<file path="src/rtl/mfp_conv_pkg.sv">
// Shared state encoding and sizing helpers for the conv1d window path.
// Imported by the window generator and its shift register.
package mfp_conv_pkg;

  typedef enum logic [1:0] {
    PRIME  = 2'd0,
    STREAM = 2'd1,
    FLUSH  = 2'd2
  } conv_state_t;

  function automatic int half_of(input int kl);
    return (kl - 1) / 2;
  endfunction

  // Bits needed to hold 0..n-1, never less than one.
  function automatic int clog2w(input int n);
    int w;
    w = 1;
    while ((1 << w) < n) w++;
    return w;
  endfunction

endpackage

</file>
<file path="src/rtl/mfp_win_shiftreg.sv">
// KERNEL_L-deep pixel shift register; slot KERNEL_L-1 is newest.
// Either broadcasts din to every slot or shifts din in at the top.
module mfp_win_shiftreg
  import mfp_conv_pkg::*;
#(
  parameter int DataW    = 8,
  parameter int KERNEL_L = 5
) (
  input  logic                      clock,
  input  logic                      aclr,
  input  logic                      shift_en,
  input  logic                      load_all_en,
  input  logic [DataW-1:0]          din,
  output logic [DataW*KERNEL_L-1:0] win
);

  logic [DataW-1:0] sr [KERNEL_L];

  always_ff @(posedge clock or posedge aclr) begin
    if (aclr) begin
      for (int i = 0; i < KERNEL_L; i++)
        sr[i] <= '0;
    end else if (load_all_en) begin
      for (int i = 0; i < KERNEL_L; i++)
        sr[i] <= din;
    end else if (shift_en) begin
      for (int i = 0; i < KERNEL_L - 1; i++)
        sr[i] <= sr[i+1];
      sr[KERNEL_L-1] <= din;
    end
  end

  for (genvar g = 0; g < KERNEL_L; g++) begin : g_pack
    assign win[g*DataW +: DataW] = sr[g];
  end

endmodule

</file>
<file path="src/rtl/mfp_conv1d_window.sv">
// Streaming 1-D window generator with clamp padding at line edges.
// Feeds the parallel MAC one KERNEL_L-tap window per output pixel.
module mfp_conv1d_window
  import mfp_conv_pkg::*;
#(
  parameter int DataW    = 8,
  parameter int KERNEL_L = 5,
  parameter int LINE_W   = 640
) (
  input  logic                      clock,
  input  logic                      aclr,
  input  logic [DataW-1:0]          in_pix,
  input  logic                      in_valid,
  output logic                      in_ready,
  output logic [DataW*KERNEL_L-1:0] out_win,
  output logic                      out_valid,
  input  logic                      out_ready,
  output logic                      out_sol,
  output logic                      out_eol
);

  localparam int HALF = half_of(KERNEL_L);
  localparam int CW   = clog2w(LINE_W);
  localparam int FW   = clog2w((HALF > 1) ? HALF : 1);

  localparam logic [CW-1:0] COL_LAST = CW'(LINE_W - 1);
  localparam logic [CW-1:0] COL_HALF = CW'(HALF);
  localparam logic [FW-1:0] FL_LAST  =
    FW'((HALF > 0) ? HALF - 1 : 0);

  conv_state_t      state;
  logic [CW-1:0]    in_col;
  logic [CW-1:0]    out_col;
  logic [FW-1:0]    fl_cnt;
  logic             adv;
  logic             accept;
  logic             emit;
  logic             flushing;
  logic             load_all;
  logic             shift;
  logic [DataW-1:0] newest;
  logic [DataW-1:0] din;

  assign adv      = !out_valid || out_ready;
  assign flushing = (state == FLUSH);
  assign in_ready = adv && !flushing;
  assign accept   = in_valid && in_ready;
  assign emit     = out_valid && out_ready;
  assign load_all = accept && (state == PRIME);
  assign shift    = (accept && (state == STREAM))
                  || (adv && flushing);

  // Right-edge replicate re-shifts the newest pixel.
  assign newest = out_win[(KERNEL_L-1)*DataW +: DataW];
  assign din    = flushing ? newest : in_pix;

  assign out_sol = out_valid && (out_col == '0);
  assign out_eol = out_valid && (out_col == COL_LAST);

  mfp_win_shiftreg #(
    .DataW    (DataW),
    .KERNEL_L (KERNEL_L)
  ) u_sr (
    .clock       (clock),
    .aclr        (aclr),
    .shift_en    (shift),
    .load_all_en (load_all),
    .din         (din),
    .win         (out_win)
  );

  always_ff @(posedge clock or posedge aclr) begin
    if (aclr) begin
      state     <= PRIME;
      in_col    <= '0;
      fl_cnt    <= '0;
      out_valid <= 1'b0;
    end else begin
      unique case (state)
        PRIME: begin
          if (accept) begin
            out_valid <= (HALF == 0);
            if (LINE_W == 1) begin
              in_col <= '0;
              state  <= PRIME;
            end else begin
              in_col <= CW'(1);
              state  <= STREAM;
            end
          end else if (adv) begin
            out_valid <= 1'b0;
          end
        end
        STREAM: begin
          if (accept) begin
            out_valid <= (in_col >= COL_HALF);
            if (in_col == COL_LAST) begin
              in_col <= '0;
              state  <= (HALF > 0) ? FLUSH : PRIME;
            end else begin
              in_col <= in_col + 1'b1;
            end
          end else if (adv) begin
            out_valid <= 1'b0;
          end
        end
        FLUSH: begin
          if (adv) begin
            out_valid <= 1'b1;
            if (fl_cnt == FL_LAST) begin
              fl_cnt <= '0;
              state  <= PRIME;
            end else begin
              fl_cnt <= fl_cnt + 1'b1;
            end
          end
        end
        default: state <= PRIME;
      endcase
    end
  end

  always_ff @(posedge clock or posedge aclr) begin
    if (aclr) begin
      out_col <= '0;
    end else if (emit) begin
      out_col <= (out_col == COL_LAST) ? '0 : out_col + 1'b1;
    end
  end

endmodule

</file>
<file path="config.mk">
export PLATFORM = sky130hd
export DESIGN_NAME = mfp_conv1d_window
export DESIGN_NICKNAME = d
export VERILOG_FILES = /design/src/rtl/mfp_conv_pkg.sv /design/src/rtl/mfp_win_shiftreg.sv /design/src/rtl/mfp_conv1d_window.sv
export SDC_FILE = /design/constraint.sdc
export NUM_CORES = 1
export LEC_CHECK = 0
export CAP_MARGIN = 20
export CORE_ASPECT_RATIO = 1.2
export CORE_UTILIZATION = 65
export CTS_BUF_LIST = sky130_fd_sc_hd__clkbuf_8
export CTS_CLUSTER_DIAMETER = 120
export DETAILED_ROUTE_END_ITERATION = 12
export DONT_BUFFER_PORTS = 1
export PLACE_DENSITY = 0.81
export SYNTH_ARGS = -nofsm -noshare
export SYNTH_HDL_FRONTEND = slang
export SYNTH_SLANG_ARGS = --single-unit
</file>
<file path="constraint.sdc">
create_clock -name clock -period 3.3 [get_ports clock]
set_clock_uncertainty 0.05 [all_clocks]
set_input_delay 0.66 -clock clock [delete_from_list [all_inputs] [get_ports clock]]
set_output_delay 0.66 -clock clock [all_outputs]
set_load 0.005 [all_outputs]
</file>
==> results.sh <==
export IMPL_worstPathCellList="inv_1, ha_1, or2_1, a21oi_2, nor2_4, o21ai_2, o22a_1"
export IMPL_synthMuxAreaShare_pct=3.48
export IMPL_clkPwrFrac_pct=22.8
export IMPL_cpPeakStageDelay_ns=0.65
export IMPL_synth_xor_xnor_area_share_pct=3.79
export IMPL_r2r_cells=7
export IMPL_cts_sinks=64
export IMPL_path_max_fanout=32
export IMPL_dp_slack_ns=0.881
export IMPL_synthSimpleGateAreaFrac_pct=21.8
export IMPL_dpl_hpwl_mm=4.33
export IMPL_die_w_um=66.4
export IMPL_total_power_uw=3070
export IMPL_hold_violations=0
export IMPL_path_clk_slew_ns=0.08
export IMPL_cts_tree="done"
export IMPL_gp_congestion=0.860
export IMPL_gr_total_overflow=0
export IMPL_rr_startpoint="state[1]"
export IMPL_grt_util_all_layers_pct=26.6
export IMPL_synth_area_sq_um=3240
export IMPL_drcViolationCount=0
export IMPL_grt_pass1_wl_mm=10.4
export IMPL_synthAdderAreaFrac_pct=3.48
export IMPL_synth_distinct_cells=43
export IMPL_drv_slew=0
export IMPL_combPwrFrac_pct=31.8
export IMPL_drtAntennaViolNets=0
export IMPL_drtIter0Drc=167
export IMPL_routedWlPerCell_um=16.8
export IMPL_cp_slowest_cell="nor2_4"
export IMPL_cts_buffers=9
export IMPL_cts_resized=0
export IMPL_worst_pin_slew_ns=0.821
export IMPL_arrival_ns=2.64
export IMPL_drt_vias_per_instance=6.10
export IMPL_ir_drop_v=0.000417
export IMPL_power_leakage_uw=0.00152
export IMPL_max_cap_violations=0
export IMPL_synth_fp_nets=332
export IMPL_ios=56
export IMPL_crit_family="simple AND/OR/NAND/NOR gates"
export IMPL_cts_root_buf="clkbuf_8"
export IMPL_p_sw_uw=1100
export IMPL_core_sq_um=4700
export IMPL_fmax_ghz=0.406
export IMPL_fp_row_count=27
export IMPL_num_antenna_cells=0
export IMPL_switching_share_pct=35.9
export IMPL_crit_required_ns=3.48
export IMPL_fin_ws_ns=0.836
export IMPL_report_final_setup_viol=0
export IMPL_min_period_ns=2.46
export IMPL_cts_setup_buffers=0
export IMPL_totalWireLength_mm=6.32
export IMPL_yosys_most_used_dff="dfrtp_1"
export IMPL_cts_hold_buffers=0
export IMPL_synth_edff_count=0
export IMPL_pwr_density_cell_nw_per_um2=882
export IMPL_fillerInstances=331
export IMPL_grt_max_degree=41
export IMPL_hold_class="input port to asynchronous set/reset pin"
export IMPL_synth_compound_area_share_pct=14.7
export IMPL_synth_seq_cells=64
export IMPL_die_area_sq_um=5270
export IMPL_synth_top_family_by_area="simple AND/OR/NAND/NOR gates"
export IMPL_dr_pass1_iters=5
export IMPL_ys_warn_count=0
export IMPL_whs_ns=0.186
export IMPL_io_buffers=0
export IMPL_drive_above_1_share_pct=12.3
export IMPL_status="finished clean"
export IMPL_path_class="flop to flop"
export IMPL_r2r_end="u_sr.win[1]"
export IMPL_seq_area_frac_synth_pct=49.4
export IMPL_htree_levels=3
export IMPL_initial_core_util_pct=69.0
export IMPL_p_seq_share_pct=45.4
export IMPL_max_slew_margin_pct=45.2
export IMPL_rsz0062_at_grt="no"
export IMPL_r2r_slack_ns=0.84
export IMPL_finalSetupTns_ns=0
export IMPL_end_kind="flop"
export IMPL_synthToLayoutAreaGrowth_pct=7.45
export IMPL_antenna_found_initial=0
export IMPL_clk_latency_ns=0.34
export IMPL_die_h_um=79.3
export IMPL_synth_avg_cell_area_sq_um=10.4
export IMPL_nets=335
export IMPL_critPathLaunchType="flop"
export IMPL_vias=2295
export IMPL_async_reset_ff_share_pct=100
export IMPL_crit_buf_inv=1
export IMPL_syn_inst=311
export IMPL_grt_pass1_vias=2170
export IMPL_cts_buffer_depth=2
export IMPL_intPower_uw=1970
export IMPL_post_route_period_util_pct=74.7
==> worst reg2reg max path, stage by stage, from the launching register on <==
cell and delay [ns]:
dfrtp_1 0.41, inv_1 0.14, ha_1 0.36, or2_1 0.22, a21oi_2 0.09, nor2_4 0.65
o21ai_2 0.21, o22a_1 0.24
==> cells in the final DEF (no fill, tap or decap), types with 7 or more instances in the layout <==
cell / count
mux2i_1: 9
clkbuf_8: 12
o21ai_2: 8
nor3_1: 8
nor2_1: 19
dfrtp_1: 64
inv_1: 7
nand2_1: 39
and2_1: 33
o22a_1: 32
xnor2_1: 9
ha_1: 9
nand3_1: 10
==> how the worst max path moves through the flow <==
stage | startpoint | end | slack (ns) | cells after the start
3_3_place_gp | state[1] | u_sr.win[27] | 1.0 | 7
2_1_floorplan | aclr | fl_cnt | 0.99 | 1
4_1_cts | state[1] | u_sr.win[17] | 0.87 | 7
3_5_place_dp | state[1] | u_sr.win[1] | 0.88 | 7
6_report | state[1] | u_sr.win[1] | 0.84 | 7
5_1_grt | state[1] | u_sr.win[30] | 0.65 | 7
==> registers in the layout, indices dropped and copies added, names as in the netlist <==
name / count
u_sr.win: 40
in_col: 10
out_col: 10
state: 2
fl_cnt: 1
out_valid: 1
==> cell type report <==
type | count | area (sq um) | share of cell area [%]
clock buffers | 12 | 165 | 4.74
flip-flops and latches | 64 | 1600 | 46.0
inverters | 7 | 26.3 | 0.755
multi-input cells | 227 | 1540 | 44.1
clock inverters | 3 | 41.3 | 1.19
well taps | 58 | 72.6 | 2.08
repair buffers | 5 | 37.5 | 1.08
==> layer usage <==
metal | global-route usage (%) | part of all wire (%)
met2 | 42.7 | 50
met1 | 33.6 | 42
met4 | 13.8 | 2.4
met3 | 5.75 | 5.6
met5 | 0 | 0
==> per-stage QoR <==
| step | utilization [%] | instance area [sq um] | cells |
|---|---|---|---|
| floorplan | - | 3240 | 311 |
| global placement | 69.7 | 3270 | 361 |
| detailed placement | 69.7 | 3270 | 361 |
| CTS | 74.1 | 3480 | 376 |
| global route | 74.1 | 3480 | 376 |
| finish | 74.1 | 3480 | 376 |
==> power groups by stage <==
stage / Sequential [uW] / Clock, uW / Combinational, uW
after CTS: 1400 / 706 / 982
after detailed placement: 1410 / 0 / 970
after global routing: 1440 / 735 / 1090
after floorplan: 1330 / 0 / 843
after global placement: 1400 / 0 / 919
final: 1390 / 699 / 975
==> cells in the mapped netlist (2+ instances only) <==
library cell,count,share of area (%)
nor4_1,2,0.39
and3_1,3,0.58
o22a_1,32,8.7
and2_1,33,6.4
nand4_1,4,0.77
mux2i_1,9,2.8
a22o_1,2,0.54
o21ai_2,8,2.2
nor4b_1,2,0.54
buf_2,7,1.1
nand2_1,39,4.5
o21ai_0,5,0.77
a21oi_1,5,0.77
xnor2_1,9,2.4
nor2_1,19,2.2
clkbuf_1,3,0.35
dfrtp_1,64,49
ha_1,9,3.5
nand3_1,10,1.5
nor3_1,8,1.2
xor2_1,5,1.4
buf_6,3,1.0
inv_1,7,0.81
a21o_1,3,0.70
mux2_2,2,0.70
==> kinds of logic after synthesis <==
group | after synthesis
xor+xnor | 14
compound gates | 60
buf+inv | 20
simple gates | 133
flops | 64
mux | 11
fa+ha+maj | 9
Power figures use the tool's default switching activity.
